===== config.mk =====
export PLATFORM = sky130hd
export DESIGN_NAME = fetch_queue
export DESIGN_NICKNAME = d
export VERILOG_FILES = /design/src/rtl/fetch_pkg.sv /design/src/rtl/fetch_queue_mem.sv /design/src/rtl/fetch_queue.sv
export SDC_FILE = /design/constraint.sdc
export NUM_CORES = 1
export LEC_CHECK = 0
export CORE_MARGIN = 1.5
export CORE_UTILIZATION = 48
export CTS_CLUSTER_DIAMETER = 50
export DETAILED_ROUTE_END_ITERATION = 10
export PLACE_DENSITY = 0.76
export SLEW_MARGIN = 20
export SYNTH_ARGS = -nofsm -noshare
export SYNTH_HDL_FRONTEND = slang
export SYNTH_SLANG_ARGS = --single-unit

===== constraint.sdc =====
create_clock -name clk -period 4.85 [get_ports clk]
set_clock_uncertainty 0.1 [all_clocks]
set_input_delay 1.455 -clock clk [delete_from_list [all_inputs] [get_ports clk]]
set_output_delay 1.455 -clock clk [all_outputs]
set_load 0.03 [all_outputs]

===== src/rtl/fetch_pkg.sv =====
// Shared fetch-path types and constants for the instruction-fetch queue.
// The reset PC is shared with the PC register that feeds fetch_queue.
package fetch_pkg;

    localparam logic [31:0] RESET_PC = 32'hBFC00000;
    localparam int          FQ_AW    = 32;
    localparam int          FQ_DW    = 32;

    typedef struct packed {
        logic [FQ_AW-1:0] pc;
        logic [FQ_DW-1:0] instr;
        logic             filled;
    } fq_entry_t;

    function automatic int fq_ptr_w(input int depth);
        return (depth > 1) ? $clog2(depth) : 1;
    endfunction

endpackage


===== src/rtl/fetch_queue_mem.sv =====
// Fetch-queue entry storage: per-entry {pc, instr, filled}, one allocate, one fill, one read port.
// Latency: writes visible the cycle after the edge; read port is combinational.
// Backpressure: none; the owner guarantees allocate and fill never target the same live entry.
module fetch_queue_mem
    import fetch_pkg::*;
#(
    parameter int DEPTH = 4,
    parameter int AW    = 32,
    parameter int DW    = 32,
    parameter int PW    = fq_ptr_w(DEPTH)
) (
    input  logic          clk,
    input  logic          rst_n,
    input  logic          i_clr,
    input  logic          i_alloc_vld,
    input  logic [PW-1:0] i_alloc_idx,
    input  logic [AW-1:0] i_alloc_pc,
    input  logic          i_fill_vld,
    input  logic [PW-1:0] i_fill_idx,
    input  logic [DW-1:0] i_fill_dat,
    input  logic [PW-1:0] i_rd_idx,
    output logic [AW-1:0] o_rd_pc,
    output logic [DW-1:0] o_rd_dat,
    output logic          o_rd_filled
);

    logic [AW-1:0]    r_pc    [DEPTH];
    logic [DW-1:0]    r_instr [DEPTH];
    logic [DEPTH-1:0] r_filled;

    // Only the filled bits need reset; pc/instr are qualified by them.
    always_ff @(posedge clk or negedge rst_n) begin
        if (!rst_n) begin
            r_filled <= '0;
        end else if (i_clr) begin
            r_filled <= '0;
        end else begin
            if (i_alloc_vld) r_filled[i_alloc_idx] <= 1'b0;
            if (i_fill_vld)  r_filled[i_fill_idx]  <= 1'b1;
        end
    end

    always_ff @(posedge clk) begin
        if (i_alloc_vld) r_pc[i_alloc_idx]   <= i_alloc_pc;
        if (i_fill_vld)  r_instr[i_fill_idx] <= i_fill_dat;
    end

    assign o_rd_pc     = r_pc[i_rd_idx];
    assign o_rd_dat    = r_instr[i_rd_idx];
    assign o_rd_filled = r_filled[i_rd_idx];

endmodule


===== src/rtl/fetch_queue.sv =====
// Instruction-fetch front end: issues pc_i to imem, queues in-order responses with their PC for decode.
// Latency: response to id_valid_o 1 cycle; 0 cycles when FETCH_QUEUE_BYPASS_EN is defined.
// Backpressure: id_ready_i low holds entries; requests stop once allocated + dropping reaches DEPTH.
module fetch_queue
    import fetch_pkg::*;
#(
    parameter  int ADDRESS_WIDTH = 32,
    parameter  int DATA_WIDTH    = 32,
    parameter  int DEPTH         = 4,
    localparam int CW            = $clog2(DEPTH + 1)
) (
    input  logic                     clk,
    input  logic                     rst_n,
    input  logic [ADDRESS_WIDTH-1:0] pc_i,
    output logic                     trigger_o,
    input  logic                     flush_i,
    output logic                     imem_req_valid_o,
    input  logic                     imem_req_ready_i,
    output logic [ADDRESS_WIDTH-1:0] imem_addr_o,
    input  logic                     imem_resp_valid_i,
    input  logic [DATA_WIDTH-1:0]    imem_resp_data_i,
    output logic                     id_valid_o,
    input  logic                     id_ready_i,
    output logic [DATA_WIDTH-1:0]    id_instr_o,
    output logic [ADDRESS_WIDTH-1:0] id_pc_o,
    output logic [CW-1:0]            count_o
);

    localparam int          PW      = fq_ptr_w(DEPTH);
    localparam logic [CW:0] DEPTH_C = (CW + 1)'(DEPTH);

    logic [PW-1:0] r_wr_ptr, r_fill_ptr, r_rd_ptr;
    logic [CW-1:0] r_count, r_drop_cnt, r_inflight;

    logic [CW:0]              w_occ;
    logic                     w_req_vld, w_trig, w_resp_drop, w_resp_keep;
    logic                     w_pop, w_fill_vld, w_id_vld;
    logic                     w_rd_filled;
    logic [ADDRESS_WIDTH-1:0] w_rd_pc;
    logic [DATA_WIDTH-1:0]    w_rd_instr, w_id_instr;

    // Fetches still owed to a flushed path occupy request slots until they return.
    assign w_occ       = {1'b0, r_count} + {1'b0, r_drop_cnt};
    assign w_req_vld   = rst_n && !flush_i && (w_occ < DEPTH_C);
    assign w_trig      = w_req_vld && imem_req_ready_i;
    assign w_resp_drop = imem_resp_valid_i && (r_drop_cnt != '0);
    assign w_resp_keep = imem_resp_valid_i && (r_drop_cnt == '0);

`ifdef FETCH_QUEUE_BYPASS_EN
    logic w_bypass;
    assign w_bypass   = rst_n && w_resp_keep && !w_rd_filled && (r_inflight != '0)
                        && (r_fill_ptr == r_rd_ptr);
    assign w_id_vld   = (rst_n && w_rd_filled && (r_count != '0)) || w_bypass;
    assign w_id_instr = w_rd_filled ? w_rd_instr : imem_resp_data_i;
    assign w_fill_vld = w_resp_keep && !flush_i && !(w_bypass && id_ready_i);
`else
    assign w_id_vld   = rst_n && w_rd_filled && (r_count != '0);
    assign w_id_instr = w_rd_instr;
    assign w_fill_vld = w_resp_keep && !flush_i;
`endif

    assign w_pop = w_id_vld && id_ready_i && !flush_i;

    always_ff @(posedge clk or negedge rst_n) begin
        if (!rst_n) begin
            r_wr_ptr   <= '0;
            r_fill_ptr <= '0;
            r_rd_ptr   <= '0;
            r_count    <= '0;
            r_inflight <= '0;
            r_drop_cnt <= '0;
        end else if (flush_i) begin
            r_wr_ptr   <= '0;
            r_fill_ptr <= '0;
            r_rd_ptr   <= '0;
            r_count    <= '0;
            r_inflight <= '0;
            r_drop_cnt <= r_inflight + r_drop_cnt - CW'(imem_resp_valid_i);
        end else begin
            r_wr_ptr   <= r_wr_ptr + PW'(w_trig);
            r_fill_ptr <= r_fill_ptr + PW'(w_resp_keep);
            r_rd_ptr   <= r_rd_ptr + PW'(w_pop);
            r_count    <= r_count + CW'(w_trig) - CW'(w_pop);
            r_inflight <= r_inflight + CW'(w_trig) - CW'(w_resp_keep);
            r_drop_cnt <= r_drop_cnt - CW'(w_resp_drop);
        end
    end

    fetch_queue_mem #(
        .DEPTH (DEPTH),
        .AW    (ADDRESS_WIDTH),
        .DW    (DATA_WIDTH),
        .PW    (PW)
    ) u_mem (
        .clk         (clk),
        .rst_n       (rst_n),
        .i_clr       (flush_i),
        .i_alloc_vld (w_trig),
        .i_alloc_idx (r_wr_ptr),
        .i_alloc_pc  (pc_i),
        .i_fill_vld  (w_fill_vld),
        .i_fill_idx  (r_fill_ptr),
        .i_fill_dat  (imem_resp_data_i),
        .i_rd_idx    (r_rd_ptr),
        .o_rd_pc     (w_rd_pc),
        .o_rd_dat    (w_rd_instr),
        .o_rd_filled (w_rd_filled)
    );

    assign trigger_o        = w_trig;
    assign imem_req_valid_o = w_req_vld;
    assign imem_addr_o      = pc_i;
    assign id_valid_o       = w_id_vld;
    assign id_instr_o       = w_id_instr;
    assign id_pc_o          = w_rd_pc;
    assign count_o          = r_count;

endmodule


==> out/metrics.cfg <==
[place]
io_buffers = 171
preCtsSetupSlack_ps = 247.1
dp_hpwl_um = 12020
gp_congestion = 0.6975
place_inst = 895
placedInstanceArea_um2 = 12560

[cells_and_area]
final_nets = 733
n_antenna_cell = 0
layout-drive-gt1-share_pct = 19.79
area_growth_pct = 25.47
final_cell_mix = edfxtp_1 (256), clkdlybuf4s50_1 (168), mux4_2 (65)
layout_commonest_cell = edfxtp_1
layout.cells.non_filler = 947
fin_util_pct = 61.44
nFillCells = 1521
fin_area_um2 = 13410

[worst_setup_path]
arrival_ps = 3020
end_kind = primary output
crit_required_ps = 3290
crit_type = in2out
crit_fanout = 3
start_kind = input pin

[sta]
hold_viol = 0
worst_pin_slew_ps = 513.1
final_max_slew_viol_count = 0
post-route-min-period_ps = 4578
hold_ws_ps = 432.7
max_freq_ghz = 0.2185
max_slew_margin_pct = 65.79
setup_viol = 0
period_share_pct = 94.38
setup_tns_ps = 0
rsz0062_at_grt = no
layout_setup_ws_ps = 272.3

[detailed_routing]
dr.pass1.iters = 4
vias_per_cell = 5.377
finalWirelength_um = 19670
wl_per_cell_um = 20.78
drt_iter0_drc = 241
post-route-drc-count = 0
postRouteAntennaNets = 0
via_count = 5092

[clock_tree]
clock-sinks = 275
cts_buffers = 29
cts_tree = done
clkLatencyLatePin_ps = 530
cts_buffer_depth = 3
cts_hold_buf = 0
cts_setup_buffers = 0
h-tree-depth = 1
cts.clk_slew.worst_paths_ps = 60
cts_root_buf = clkbuf_16
cts-resized-gates = 0

[floorplanning]
start_util_pct = 48.97
io_pins = 172
rows = 54
core_area_um2 = 21820
dieArea_um2 = 23170
die_h_um = 152.2
die_x_um = 152.2

[synth]
yosys-top-cells-area = edfxtp_1 (72%), mux4_2 (14%), dfrtp_1 (4.4%)
seq_area_frac_synth_pct = 76.38
yosysWarnings = 0
async_flop_share_pct = 6.909
synth_edf_count = 256
yosys.area.top_type_share_pct = 71.94
syn_area_um2 = 10690
synthFlopType = edfxtp_1
synth_cells = 480
syn_nets = 567
synth_seq_cells = 275
syn_area_per_cell_um2 = 22.26
ys_types = 34
synth_top_area_cell = edfxtp_1

[power]
static-leakage-power_nw = 4.440
max-vdd-ir-drop_mv = 0.2909
power_mw = 5.179
power_density_nw_per_um2 = 386.3

[global_route]
grt_antenna_before_repair = 0
grt_overflow = 0
track_usage_pct = 17.33
grt_pass1_wl_um = 31200
grt_pass1_vias = 5649
grt_max_degree = 38

[flow_run]
cap_violations = 0

[min_path]
min_path_type = reg2reg

[run_status]
status = finished, final reports clean

-- routing by layer --
metal	wire length [um]	global-route usage (%)	share of wire, %
met5	0	0	0
met4	551	5.363	2.8
met3	992	3.328	5.0
met2	10580	31.44	54
met1	7548	20.98	38
-- cell type report --
| class | instances | area, um^2 | share of cell area (%) |
|---|---|---|---|
| clock buffer | 36 | 752.0 | 5.608 |
| clock inverter | 16 | 96.34 | 0.7185 |
| inverter | 16 | 60.06 | 0.4479 |
| multi-input combinational | 138 | 2137 | 15.94 |
| sequential | 275 | 8170 | 60.94 |
| tap | 280 | 350.3 | 2.613 |
| timing repair buffer | 186 | 1842 | 13.74 |
-- synthesized netlist by cell type, drive strengths merged, types with 2 or more instances --
cell type,instances
ha,14
nor2b,5
mux2i,2
xnor2,5
xor2,3
nand3b,3
nor2,9
inv,16
edfxtp,256
or4b,3
and3b,2
clkbuf,3
dfrtp,19
o41ai,3
fa,3
a21oi,6
mux4,65
buf,48
and3,2
nor4,3
-- logic make-up (layout without fill, tap and decap cells) --
| family | Yosys count | count (layout) | share of synthesized area (%) |
|---|---|---|---|
| mux | 67 | 67 | 13.89 |
| flops | 275 | 275 | 76.38 |
| compound gates | 12 | 12 | 0.7845 |
| simple gates | 33 | 33 | 2.061 |
| fa+ha+maj | 17 | 17 | 2.201 |
| xor+xnor | 9 | 9 | 0.8781 |
| buf+inv | 67 | 254 | 3.805 |
-- critical path, cell delays in order --
cell and delay [ps]:
clkdlybuf4s50_1 500, or4b_1 550, nor4b_4 310, buf_4 200
-- power by group --
group	internal [mW]	total, mW	switching (mW)
registers	2.67	2.70	0.0361
logic	0.252	0.534	0.282
clock network	1.10	1.94	0.841
total	4.02	5.18	1.16
-- registers in the layout, indices dropped and copies added, names as in the netlist --
signal / count
r_inflight: 3
u_mem.r_filled: 4
u_mem.r_pc: 128
r_wr_ptr: 2
u_mem.r_instr: 128
count_o: 3
r_fill_ptr: 2
r_rd_ptr: 2
r_drop_cnt: 3
-- path summary, 6_finish.rpt --
| path | slack, ps | from | to | cells after the start |
|---|---|---|---|---|
| setup / recovery | 270 | rst_n | trigger_o | 4 |
| hold / removal | 430 | r_drop_cnt[2] | r_drop_cnt[2] | 1 |
| setup reg to reg | 1770 | r_rd_ptr[0] | count_o[2] | 10 |
| hold reg to reg | 430 | r_drop_cnt[2] | r_drop_cnt[2] | 1 |
| max in group asynchronous | 3180 | rst_n | r_rd_ptr[1] | 2 |
| min in group asynchronous | 1230 | rst_n | r_inflight[1] | 2 |
Power figures use the tool's default switching activity.
